$ cat src/rtl/regfile_port_arbiter_pkg.sv
// Shared types and constants for the score register file port arbiter.
package regfile_port_arbiter_pkg;

  localparam int DATA_W_DEF = 13;
  localparam int ADDR_W_DEF = 3;

  typedef enum logic [1:0] {
    ST_IDLE = 2'b00,
    ST_EXEC = 2'b01,
    ST_WB   = 2'b10,
    ST_DONE = 2'b11
  } state_t;

  localparam logic [1:0] OP_READ  = 2'b00;
  localparam logic [1:0] OP_WRITE = 2'b01;
  localparam logic [1:0] OP_INCR  = 2'b10;

  // Requester 1 is read-only and op 11 is a read, so both collapse to OP_READ.
  function automatic logic [1:0] norm_op(input logic owner, input logic [1:0] op);
    if (owner || op == 2'b11) return OP_READ;
    return op;
  endfunction

endpackage

$ cat src/rtl/regfile_port_arbiter_rr_pick2.sv
// Two-input round-robin picker: one-hot winner, the requester not served last wins a tie.
module rr_pick2 (
  input  logic [1:0] i_req,
  input  logic       i_last,
  output logic [1:0] o_grant
);

  // On contention grant the other requester; otherwise pass the lone request through.
  always_comb begin
    o_grant = i_req;
    if (&i_req) o_grant = i_last ? 2'b01 : 2'b10;
  end

endmodule

$ cat src/rtl/regfile_port_arbiter.sv
// Arbitrates the score register file's read port P and write port between the
// game controller (req 0) and the read-only display scanner (req 1).
module regfile_port_arbiter
  import regfile_port_arbiter_pkg::*;
#(
  parameter int DATA_W = DATA_W_DEF,
  parameter int ADDR_W = ADDR_W_DEF
) (
  input  logic              Clock,
  input  logic              Reset,
  input  logic [1:0]        reqValid,
  input  logic [1:0]        reqOp0,
  input  logic [1:0]        reqOp1,
  input  logic [ADDR_W-1:0] reqAddr0,
  input  logic [ADDR_W-1:0] reqAddr1,
  input  logic [DATA_W-1:0] reqData0,
  input  logic [DATA_W-1:0] reqData1,
  output logic [1:0]        accept,
  output logic [1:0]        done,
  output logic [DATA_W-1:0] rdData,
  output logic              wrapFlag,
  output logic              errPulse,
  output logic [ADDR_W-1:0] rfAddrP,
  input  logic [DATA_W-1:0] rfDataP,
  output logic              rfWriteEnable,
  output logic [ADDR_W-1:0] rfWriteAddr,
  output logic [DATA_W-1:0] rfWriteData
);

  state_t              r_state, w_next;
  logic                r_owner;
  logic [1:0]          r_op;
  logic [ADDR_W-1:0]   r_addr;
  logic [DATA_W-1:0]   r_data;
  logic                r_err;
  logic [DATA_W-1:0]   r_incr;
  logic [DATA_W-1:0]   r_rd;
  logic                r_wrap;
  logic                r_prio;   // requester holding tie priority; 0 after reset

  logic [1:0]          w_grant;
  logic [1:0]          w_sel_op;
  logic                w_sel_err;
  logic [DATA_W:0]     w_sum;
  logic                w_we;
  logic [ADDR_W-1:0]   w_wa;
  logic [DATA_W-1:0]   w_wd;
  logic [1:0]          w_done;
  logic                w_err;

  rr_pick2 u_pick (
    .i_req   (reqValid),
    .i_last  (~r_prio),
    .o_grant (w_grant)
  );

  assign w_sel_op  = w_grant[1] ? reqOp1 : reqOp0;
  assign w_sel_err = w_grant[1] && (reqOp1 == OP_WRITE || reqOp1 == OP_INCR);
  // Carry-out of the +1 is the wrap indication.
  assign w_sum     = {1'b0, rfDataP} + (DATA_W+1)'(1);

  // State register.
  always_ff @(posedge Clock) begin
    if (Reset) r_state <= ST_IDLE;
    else       r_state <= w_next;
  end

  // Transaction latch, read result, wrap flag and round-robin pointer.
  always_ff @(posedge Clock) begin
    if (Reset) begin
      r_owner <= 1'b0;
      r_op    <= OP_READ;
      r_addr  <= '0;
      r_data  <= '0;
      r_err   <= 1'b0;
      r_incr  <= '0;
      r_rd    <= '0;
      r_wrap  <= 1'b0;
      r_prio  <= 1'b0;
    end else begin
      case (r_state)
        ST_IDLE: if (|w_grant) begin
          r_owner <= w_grant[1];
          r_op    <= norm_op(w_grant[1], w_sel_op);
          r_addr  <= w_grant[1] ? reqAddr1 : reqAddr0;
          r_data  <= w_grant[1] ? reqData1 : reqData0;
          r_err   <= w_sel_err;
        end
        ST_EXEC: begin
          if (r_op == OP_INCR) begin
            r_incr <= w_sum[DATA_W-1:0];
            if (w_sum[DATA_W]) r_wrap <= 1'b1;
          end else if (r_op != OP_WRITE) begin
            r_rd <= rfDataP;
          end
        end
        ST_WB:   r_rd   <= r_incr;
        ST_DONE: r_prio <= ~r_owner;
        default: ;
      endcase
    end
  end

  // Next-state and per-state output decode.
  always_comb begin
    w_next = r_state;
    w_we   = 1'b0;
    w_wa   = '0;
    w_wd   = '0;
    w_done = 2'b00;
    w_err  = 1'b0;
    case (r_state)
      ST_IDLE: if (|w_grant) w_next = ST_EXEC;
      ST_EXEC: begin
        w_err = r_err;
        if (r_op == OP_INCR) begin
          w_next = ST_WB;
        end else begin
          w_next = ST_DONE;
          if (r_op == OP_WRITE) begin
            w_we = 1'b1;
            w_wa = r_addr;
            w_wd = r_data;
          end
        end
      end
      ST_WB: begin
        w_we   = 1'b1;
        w_wa   = r_addr;
        w_wd   = r_incr;
        w_next = ST_DONE;
      end
      ST_DONE: begin
        w_done[r_owner] = 1'b1;
        w_next          = ST_IDLE;
      end
      default: w_next = ST_IDLE;
    endcase
  end

  // Strobes are suppressed while Reset is high so an abandoned transaction never writes.
  assign accept        = (r_state == ST_IDLE && !Reset) ? w_grant : 2'b00;
  assign done          = Reset ? 2'b00 : w_done;
  assign errPulse      = w_err & ~Reset;
  assign rfWriteEnable = w_we & ~Reset;
  assign rfWriteAddr   = w_wa;
  assign rfWriteData   = w_wd;
  assign rfAddrP       = r_addr;
  assign rdData        = r_rd;
  assign wrapFlag      = r_wrap;

endmodule
$ cat config.mk
export PLATFORM = sky130hd
export DESIGN_NAME = regfile_port_arbiter
export DESIGN_NICKNAME = d
export VERILOG_FILES = /design/src/rtl/regfile_port_arbiter_pkg.sv /design/src/rtl/regfile_port_arbiter_rr_pick2.sv /design/src/rtl/regfile_port_arbiter.sv
export SDC_FILE = /design/constraint.sdc
export NUM_CORES = 1
export LEC_CHECK = 0
export CAP_MARGIN = 15
export CORE_ASPECT_RATIO = 0.6
export CORE_MARGIN = 5
export CORE_UTILIZATION = 29
export DETAILED_ROUTE_END_ITERATION = 8
export PLACE_DENSITY = 0.6
export SETUP_SLACK_MARGIN = 0.05
export SYNTH_ARGS = -nofsm -noshare
export SYNTH_HDL_FRONTEND = slang
export SYNTH_SLANG_ARGS = --single-unit
$ cat constraint.sdc
create_clock -name Clock -period 4.9 [get_ports Clock]
set_input_delay 1.225 -clock Clock [delete_from_list [all_inputs] [get_ports Clock]]
set_output_delay 1.225 -clock Clock [all_outputs]
set_load 0.03 [all_outputs]
==> flow_summary.json <==
{
  "cts-resized-gates": 0,
  "dr_wl_met3_um": 554,
  "drt_iter0_drc": 130,
  "start_kind": "primary input",
  "worstSetupEndpointType": "output port",
  "grt_pass1_wl_mm": 12.3,
  "grt_usage_pct": 13.5,
  "status": "completed",
  "dp_hpwl_mm": 5.55,
  "via_count": 2379,
  "max_stage_delay_ns": 0.66,
  "clockRootBuffer": "clkbuf_16",
  "synth.avg_cell_area_sq_um": 8.83,
  "htree_levels": 2,
  "viasPerCell": 4.87,
  "setup_viol": 0,
  "num_rows": 26,
  "wl_met2_mm": 3.01,
  "drt-pass1-iter-count": 4,
  "critPathSlowestCell": "clkdlybuf4s50_1",
  "hp-class": "register to register",
  "hp-start": "r_err",
  "maxSlewHeadroom_pct": 32.1,
  "grt_max_degree": 46,
  "reg2reg_from": "r_state[1]",
  "numCtsBuffers": 5,
  "hold_violations": 0,
  "syn2layout_area_growth_pct": 44.0,
  "core_area_sq_um": 8620,
  "ys_warn_count": 0,
  "ys_seq_elements": 50,
  "dieArea_sq_um": 11000,
  "dr.max_layer_used": "met4",
  "maxSlewViolCount": 0,
  "finalWirelength_mm": 7.41,
  "fin_hold_ws_ns": 0.497,
  "cts_hold_buf": 0,
  "worstSetupPathType": "primary input to output port",
  "finClkSkew_ns": 0.00523,
  "ios": 92,
  "cts_tree": "done",
  "post-route-period-util_pct": 89.0,
  "dieHeight_um": 83.4,
  "wl_per_cell_um": 15.2,
  "grt_pass1_vias": 2368,
  "syn_inst": 295,
  "grt_remaining_overflow": 0,
  "finalSetupTns_ns": 0,
  "max-cap-violations": 0,
  "power.density_nw_per_um2": 422,
  "synth_nets": 353,
  "worstPathRequired_ns": 3.67,
  "met1_length_mm": 3.81,
  "vdd_ir_drop_max_uv": 184,
  "synthDistinctLibCells": 38,
  "p_leak_uw": 0.00132,
  "mostFrequentLayoutCells": "clkdlybuf4s50_1, nor2_1, dfxtp_1",
  "die_x_um": 132,
  "tightest_slew_ns": 1.02,
  "antenna_found_initial": 0,
  "io_buffers": 91,
  "synth_seq_area_share_pct": 38.4,
  "gp_congestion": 0.773,
  "clk_pin_slew_ns": 0.06,
  "grt_setup_unrepaired": "false",
  "clk_latency_ns": 0.28,
  "initial_core_util_pct": 30.2,
  "numClockSinks": 50,
  "drc": 0,
  "crit_path_frequent_cell": "clkdlybuf4s50_1",
  "cts_setup_buffers": 0,
  "layout.nets": 434,
  "crit_chain": "clkdlybuf4s50_1 -> o21ai_2 -> or3b_2 -> inv_1 -> clkdlybuf4s50_1",
  "clockBufferDepth": 2,
  "syn-cell-area_sq_um": 2610,
  "path_max_fanout": 5,
  "fmax_mhz": 229,
  "final_common_cell": "clkdlybuf4s50_1",
  "drive_above_1_share_pct": 5.31,
  "period_minus_slack_ns": 4.36,
  "ant_nets": 0,
  "num_antenna_cells": 0,
  "worstPathArrival_ns": 3.14,
  "startpoint": "reqValid[1]"
}
==> state kept, by name, summed over array words and instances (netlist names) <==
signal,count
r_state,2
wrapFlag,1
r_op,2
rdData,13
r_incr,13
rfAddrP,3
r_data,13
r_prio,1
r_err,1
r_owner,1
==> cells by family (layout without fill, tap and decap cells) <==
| family | count (synthesis) | in the layout | synth area share [%] |
|---|---|---|---|
| buf+inv | 33 | 115 | 5.62 |
| mux | 32 | 32 | 12.3 |
| xor+xnor | 13 | 13 | 4.37 |
| compound gates | 67 | 67 | 18.9 |
| flops | 50 | 50 | 38.4 |
| fa+ha+maj | 5 | 5 | 2.40 |
| simple gates | 95 | 95 | 18.0 |
==> critical path: cells and delay by family <==
| family | cells | cell delay (ns) |
|---|---|---|
| buffers and inverters | 3 | 1.30 |
| AND/OR/NAND/NOR | 1 | 0.52 |
| AO/OA/AOI/OAI | 1 | 0.09 |
==> final cells by class <==
type | count | area (sq um)
repair buffers | 95 | 956
clock inverters | 1 | 5.00
multi-input cells | 212 | 1460
well taps | 112 | 140
fillers | 871 | 4870
flip-flops and latches | 50 | 1000
clock buffers | 7 | 143
inverters | 12 | 45.0
==> Yosys cell counts <==
| master | instances | share of area (%) |
|---|---|---|
| nor2_1 | 53 | 7.6 |
| dfxtp_1 | 50 | 38 |
| a211oi_1 | 41 | 12 |
| mux2i_1 | 31 | 12 |
| nor2b_1 | 14 | 3.4 |
| a22oi_1 | 13 | 3.7 |
| inv_1 | 12 | 1.7 |
| xnor2_1 | 12 | 4.0 |
| buf_2 | 9 | 1.7 |
| clkbuf_1 | 9 | 1.3 |
| ha_1 | 5 | 2.4 |
| nand2_1 | 5 | 0.72 |
| nor3_1 | 5 | 0.96 |
| a21oi_1 | 4 | 0.77 |
| nand3_1 | 3 | 0.58 |
| nand2b_1 | 2 | 0.48 |
| nand4_1 | 2 | 0.48 |
| nand4b_1 | 2 | 0.67 |
| nor3b_1 | 2 | 0.58 |
| o21ai_0 | 2 | 0.38 |
| o21ai_1 | 2 | 0.38 |
| a211oi_2 | 1 | 0.48 |
| a41oi_1 | 1 | 0.34 |
| and3b_1 | 1 | 0.34 |
| buf_1 | 1 | 0.14 |
| buf_4 | 1 | 0.29 |
| buf_6 | 1 | 0.43 |
| mux2_2 | 1 | 0.43 |
| nand3_2 | 1 | 0.38 |
| nand3b_1 | 1 | 0.29 |
| nor2_2 | 1 | 0.24 |
| nor3b_2 | 1 | 0.48 |
| nor4_2 | 1 | 0.48 |
| o21a_1 | 1 | 0.29 |
| o221ai_1 | 1 | 0.34 |
| o32ai_1 | 1 | 0.34 |
| or3b_2 | 1 | 0.34 |
| xor2_1 | 1 | 0.34 |
==> power by group <==
group | leakage (uW) | total [uW] | switching, uW | internal (uW)
clock network | 0.0000739 | 351 | 148 | 203
registers | 0.000411 | 557 | 56.0 | 501
logic | 0.000833 | 675 | 380 | 295
==> per-layer routing <==
layer	vias to the layer above	global-route usage, %
met5	-	0
met4	0	1.94
met3	5	5.80
met2	71	18.9
met1	1090	19.5
li1	1213	-
==> through the flow <==
stage | util, % | setup WS, ns | power [uW] | area (sq um) | instances
floorplan | - | 1.33 | 1000 | 2610 | 295
global placement | 41.5 | 0.576 | 1220 | 3580 | 480
detailed placement | 41.5 | 0.550 | 1230 | 3580 | 480
CTS | 43.2 | 0.540 | 1580 | 3720 | 488
global route | 43.5 | 0.465 | 1690 | 3750 | 489
finish | 43.5 | 0.539 | 1580 | 3750 | 489
==> worst paths after layout <==
check | end | slack (ns) | cells after the start
max | accept[1] | 0.54 | 5
min | r_err | 0.50 | 2
max reg2reg | r_incr[1] | 2.93 | 6
min reg2reg | r_err | 0.50 | 2
No activity file was read; power rests on OpenSTA's default activity.
